File: src/rtl/mult_8x8_arb_ctrl.sv
// Round-robin arbiter sharing one 8x8 unsigned multiplier among NREQ requesters, with flush/drain FSM.
// Latency: fixed 2 cycles from accept to res_valid; one operation per cycle.
// Backpressure: one-hot req_ready toward requesters only; results cannot stall. Optional op counter: MULT_ARB_STATS_EN.
module mult_8x8_arb_ctrl #(
    parameter int NREQ = 4,
    parameter int IDW  = 2
) (
    input  logic              clk,
    input  logic              rst_n,
    input  logic [NREQ-1:0]   req_valid,
    input  logic [8*NREQ-1:0] req_a,
    input  logic [8*NREQ-1:0] req_b,
    output logic [NREQ-1:0]   req_ready,
    input  logic              flush,
    output logic              flush_done,
    output logic              res_valid,
    output logic [IDW-1:0]    res_id,
    output logic [15:0]       res_product,
    output logic              busy
`ifdef MULT_ARB_STATS_EN
    ,
    output logic [15:0]       op_count
`endif
);

    localparam logic [1:0] RUN   = 2'd0;
    localparam logic [1:0] DRAIN = 2'd1;
    localparam logic [1:0] DONE  = 2'd2;

    logic [1:0]     state;
    logic [IDW-1:0] ptr;
    logic [NREQ-1:0] grant;
    logic [IDW-1:0] gnt_id;
    logic           xfer;
    logic [7:0]     a_sel;
    logic [7:0]     b_sel;

    logic           s1_valid;
    logic [IDW-1:0] s1_id;
    logic [7:0]     s1_a;
    logic [7:0]     s1_b;

    // Pick the first valid requester scanning from ptr; grants only in RUN with flush low.
    always_comb begin
        logic           found;
        logic [IDW-1:0] idx;
        grant  = '0;
        gnt_id = '0;
        found  = 1'b0;
        idx    = '0;
        if (state == RUN && !flush) begin
            for (int k = 0; k < NREQ; k++) begin
                idx = IDW'((int'(ptr) + k) % NREQ);
                if (!found && req_valid[idx]) begin
                    found       = 1'b1;
                    grant[idx]  = 1'b1;
                    gnt_id      = idx;
                end
            end
        end
    end

    assign req_ready = grant;
    assign xfer      = |grant;

    // Route the granted requester's operands to the shared datapath.
    always_comb begin
        a_sel = '0;
        b_sel = '0;
        for (int i = 0; i < NREQ; i++) begin
            if (grant[i]) begin
                a_sel = req_a[i*8 +: 8];
                b_sel = req_b[i*8 +: 8];
            end
        end
    end

    // Rotate priority past the winner; hold it when nothing transfers.
    always_ff @(posedge clk or negedge rst_n) begin
        if (!rst_n) begin
            ptr <= '0;
        end else if (xfer) begin
            ptr <= IDW'((int'(gnt_id) + 1) % NREQ);
        end
    end

    // Stage 1: capture the accepted operation.
    always_ff @(posedge clk or negedge rst_n) begin
        if (!rst_n) begin
            s1_valid <= 1'b0;
            s1_id    <= '0;
            s1_a     <= '0;
            s1_b     <= '0;
        end else begin
            s1_valid <= xfer;
            if (xfer) begin
                s1_id <= gnt_id;
                s1_a  <= a_sel;
                s1_b  <= b_sel;
            end
        end
    end

    // Stage 2: full-width product; id and product forced to zero when not valid.
    always_ff @(posedge clk or negedge rst_n) begin
        if (!rst_n) begin
            res_valid   <= 1'b0;
            res_id      <= '0;
            res_product <= '0;
        end else begin
            res_valid   <= s1_valid;
            res_id      <= s1_valid ? s1_id : '0;
            res_product <= s1_valid ? ({8'd0, s1_a} * {8'd0, s1_b}) : 16'd0;
        end
    end

    // Flush control: stop granting, wait for the pipeline to empty, pulse done for one cycle.
    always_ff @(posedge clk or negedge rst_n) begin
        if (!rst_n) begin
            state <= RUN;
        end else begin
            case (state)
                RUN:     if (flush) state <= DRAIN;
                DRAIN:   if (!s1_valid && !res_valid) state <= DONE;
                DONE:    state <= RUN;
                default: state <= RUN;
            endcase
        end
    end

    assign flush_done = (state == DONE);
    assign busy       = s1_valid | res_valid;

`ifdef MULT_ARB_STATS_EN
    // Saturating count of accepted operations.
    always_ff @(posedge clk or negedge rst_n) begin
        if (!rst_n) begin
            op_count <= '0;
        end else if (xfer && op_count != 16'hFFFF) begin
            op_count <= op_count + 16'd1;
        end
    end
`endif

endmodule

File: config.mk
export PLATFORM = sky130hd
export DESIGN_NAME = mult_8x8_arb_ctrl
export DESIGN_NICKNAME = d
export VERILOG_FILES = /design/src/rtl/mult_8x8_arb_ctrl.sv
export SDC_FILE = /design/constraint.sdc
export NUM_CORES = 1
export LEC_CHECK = 0
export ABC_AREA = 1
export CORE_ASPECT_RATIO = 0.8
export CORE_UTILIZATION = 50
export CTS_CLUSTER_SIZE = 40
export DETAILED_ROUTE_END_ITERATION = 16
export PLACE_DENSITY = 0.88
export RECOVER_POWER = 50
export SLEW_MARGIN = 20
export SYNTH_ARGS = -nofsm -noshare
export SYNTH_HDL_FRONTEND = slang
export SYNTH_SLANG_ARGS = --single-unit
File: constraint.sdc
create_clock -name clk -period 7.5 [get_ports clk]
set_clock_uncertainty 0.05 [all_clocks]
set_input_delay 1.125 -clock clk [delete_from_list [all_inputs] [get_ports clk]]
set_output_delay 1.125 -clock clk [all_outputs]
set_load 0.01 [all_outputs]
==> metrics.md <==
| Metric | Value |
|---|---|
| Max Clk Rate | 188 MHz |
| Port Buffer Count | 95 |
| Slowest cell on crit path | clkbuf_1 |
| CP peak stage delay | between 0.8 and 0.9 ns |
| Post-cts sizing count | 0 |
| Number of DRC markers in iteration 0 | approximately 310 |
| CTS root buf | clkbuf_16 |
| CTS Buf Count | 5 |
| Hold buffers post-CTS | 0 |
| Worst Setup Path Type | in2out |
| Largest family of logic cells by synthesized area | simple AND/OR/NAND/NOR gates |
| Initial antenna violation count | 0 |
| Final hold vios | 0 |
| CORE AREA | 0.00919 mm² |
| Final Setup Violations | 0 |
| Register bit count reported by yosys | 42 |
| Arrival time at the worst endpoint | 4.14 ns |
| Vias | between 4,000 and 5,000 |
| GRT Util Overall | 0.247 |
| Routed Antenna Nets | 0 |
| Critical Path RT | about 6.3 ns |
| Synth top area cells | dfrtp_1 (22%), fa_1 (15%), nand2_1 (14%) |
| Die W | about 110 µm |
| GRT overflow | 0 |
| DP HPWL | 9230 µm |
| Starting Density | 0.523 |
| Wire length per cell | approximately 13 µm |
| Tmin final | 5.32 ns |
| Status | complete, but fails checks |
| Number of global-route vias before repair | 4,631 |
| Synth Warn # | 0 |
| Avg Cell Area, Syn | ~7.1 µm² |
| Yosys top cell area share | 0.218 |
| Die ar. | 0.0100 mm² |
| Row count | 31 |
| I/O Pins | 96 |
| Final wirelength | between 10,000 and 15,000 µm |
| Min-delay worst type | reg2reg |
| Critical path cell sequence | clkdlybuf4s50_1 > nor2_1 > clkbuf_1 > nand2_1 > inv_4 > clkdlybuf4s50_1 |
| Synth area leader | dfrtp_1 |
| CTS tree | yes |
| Post-synthesis mux area share | 0 |
| Largest net degree at the start of global routing | 43 |
| Worst Tran Pin Value | approximately 2.2 ns |
| Max-slew violation count | 43 |
| Post-synthesis cell type count | 37 |
| Setup TNS | 0 ns |
| Clk sinks | 42 |
| Critical Path Sink Type | primary output |
| RSZ-0062 raised after global routing | false |
| Setup repair bufs after CTS | 0 |
| Synthesized area | between 0.004 and 0.005 mm² |
| Clock slew at reported path FFs | around 0.060 ns |
| # diodes | 0 |
| GP Congestion | just under 0.9 |
| Worst skew pair latency | approximately 0.29 ns |
| Synth Area in Compound Gates | 0.0744 |
| Share of cells above drive strength 1 | 0.0439 |
| Initial DRT Pass Iterations | 11 |
| Crit Path Max Fanout | 23 |
| CTS HTree Levels | 2 |
| First-pass GRT wire length | 20,400 µm |
| Crit path launch type | input port |
| Syn nets | around 830 |
| Post-Synthesis Cells | 681 |
| # DRC | 1 |
| Tcrit/Tclk final | 0.709 |
| XOR/XNOR Fraction of Synth Area | 0.00728 |
| Failing checks | DRC, capacitance limit, slew limit |
| Synth Area in Simple Gates | 0.286 |
| Layout net count | 903 |
| Clk buf depth | 2 |
| Via-to-Cell Ratio | about 5.3 |
| Die Y | around 90 µm |
| Synth Area in Adders | 0.264 |
| Slew headroom | -0.462 |
| Max_cap viols | 1 |
| Most frequent CP cell | clkdlybuf4s50_1 |
| Sequential cell area fraction in the yosys report | 0.218 |
| Layout Area Growth over Synthesis | 22.3% |
## kinds of logic after synthesis
group	Yosys count
AOI/OAI and AO/OA	69
xor gates and xnor gates	4
adders and majority gates	80
buffers and inverters	181
DFF	42
and+or+nand+nor	305
## stage by stage
step	setup WS, ns	area [µm²]	util	hold WS, ns	instances
floorplan	3.40	4810	-	0.386	681
global placement	2.75	5750	0.626	0.399	860
detailed placement	2.55	5750	0.626	0.400	860
CTS	2.55	5890	0.641	0.412	867
global route	1.91	5890	0.640	0.431	867
finish	2.18	5890	0.640	0.416	867
## cell usage in the layout (no fill, tap or decap), types with 5 or more instances in the layout
| cell | n |
|---|---|
| o21ai_1 | 29 |
| nand2_2 | 7 |
| nand2_1 | 177 |
| nand3_1 | 65 |
| a21oi_1 | 21 |
| o21ai_0 | 14 |
| clkdlybuf4s50_1 | 90 |
| nand4_1 | 6 |
| fa_1 | 36 |
| ha_1 | 44 |
| inv_1 | 143 |
| dfrtp_1 | 42 |
| nor2_1 | 31 |
| clkbuf_16 | 5 |
## synth_stat cells (all sizes together)
library cell,n
dfrtp,42
o21a,1
nand2,187
inv,148
or2,4
xor2,3
nand3,68
nor4,1
xnor2,1
a22oi,1
nor2,36
a21boi,2
buf,12
o21ai,43
fa,36
nand4,8
ha,44
o21bai,1
nor3,1
a21oi,21
clkbuf,20
clkinv,1
## final timing paths
check,cells after the start,endpoint,slack (ns),start
worst min-delay path,2,res_id[0],0.42,s1_id[0]
worst min register to register,2,res_id[0],0.42,s1_id[0]
worst max-delay path,6,req_ready[3],2.18,flush
min in group asynchronous,1,res_product[9],1.43,rst_n
worst max register to register,16,res_product[12],2.90,s1_b[7]
max in group asynchronous,1,s1_valid,4.72,rst_n
## worst max-delay path: cells and delay by family
| family | cells | cell delay (ns) |
|---|---|---|
| buffers and inverters | 4 | 2.15 |
| and+or+nand+nor | 2 | 0.85 |
## cell type report
cell class                      instances  area, µm²
Clock buffer                            5        125
Clock inverter                          2       15.0
Fill cell                             747       3310
Inverter                              149        564
Multi-Input combinational cell        458       3040
Sequential cell                        42       1050
Tap cell                              115        144
Timing Repair Buffer                   96        948
## per-layer routing
metal,up-vias,part of all wire,track usage
li1,2217,-,-
met1,2161,0.42,0.311
met2,211,0.49,0.439
met3,36,0.062,0.0270
met4,0,0.027,0.0867
met5,-,0,0
## flip-flops by register name, indices dropped and copies added (netlist names)
| signal | cells |
|---|---|
| ptr | 2 |
| res_id | 2 |
| res_product | 16 |
| res_valid | 1 |
| s1_a | 8 |
| s1_b | 8 |
| s1_id | 2 |
| s1_valid | 1 |
| state | 2 |
Power is left out: the tool's default activity adds up to more than one toggle a clock period on the data nets, which glitch-free logic cannot reach.
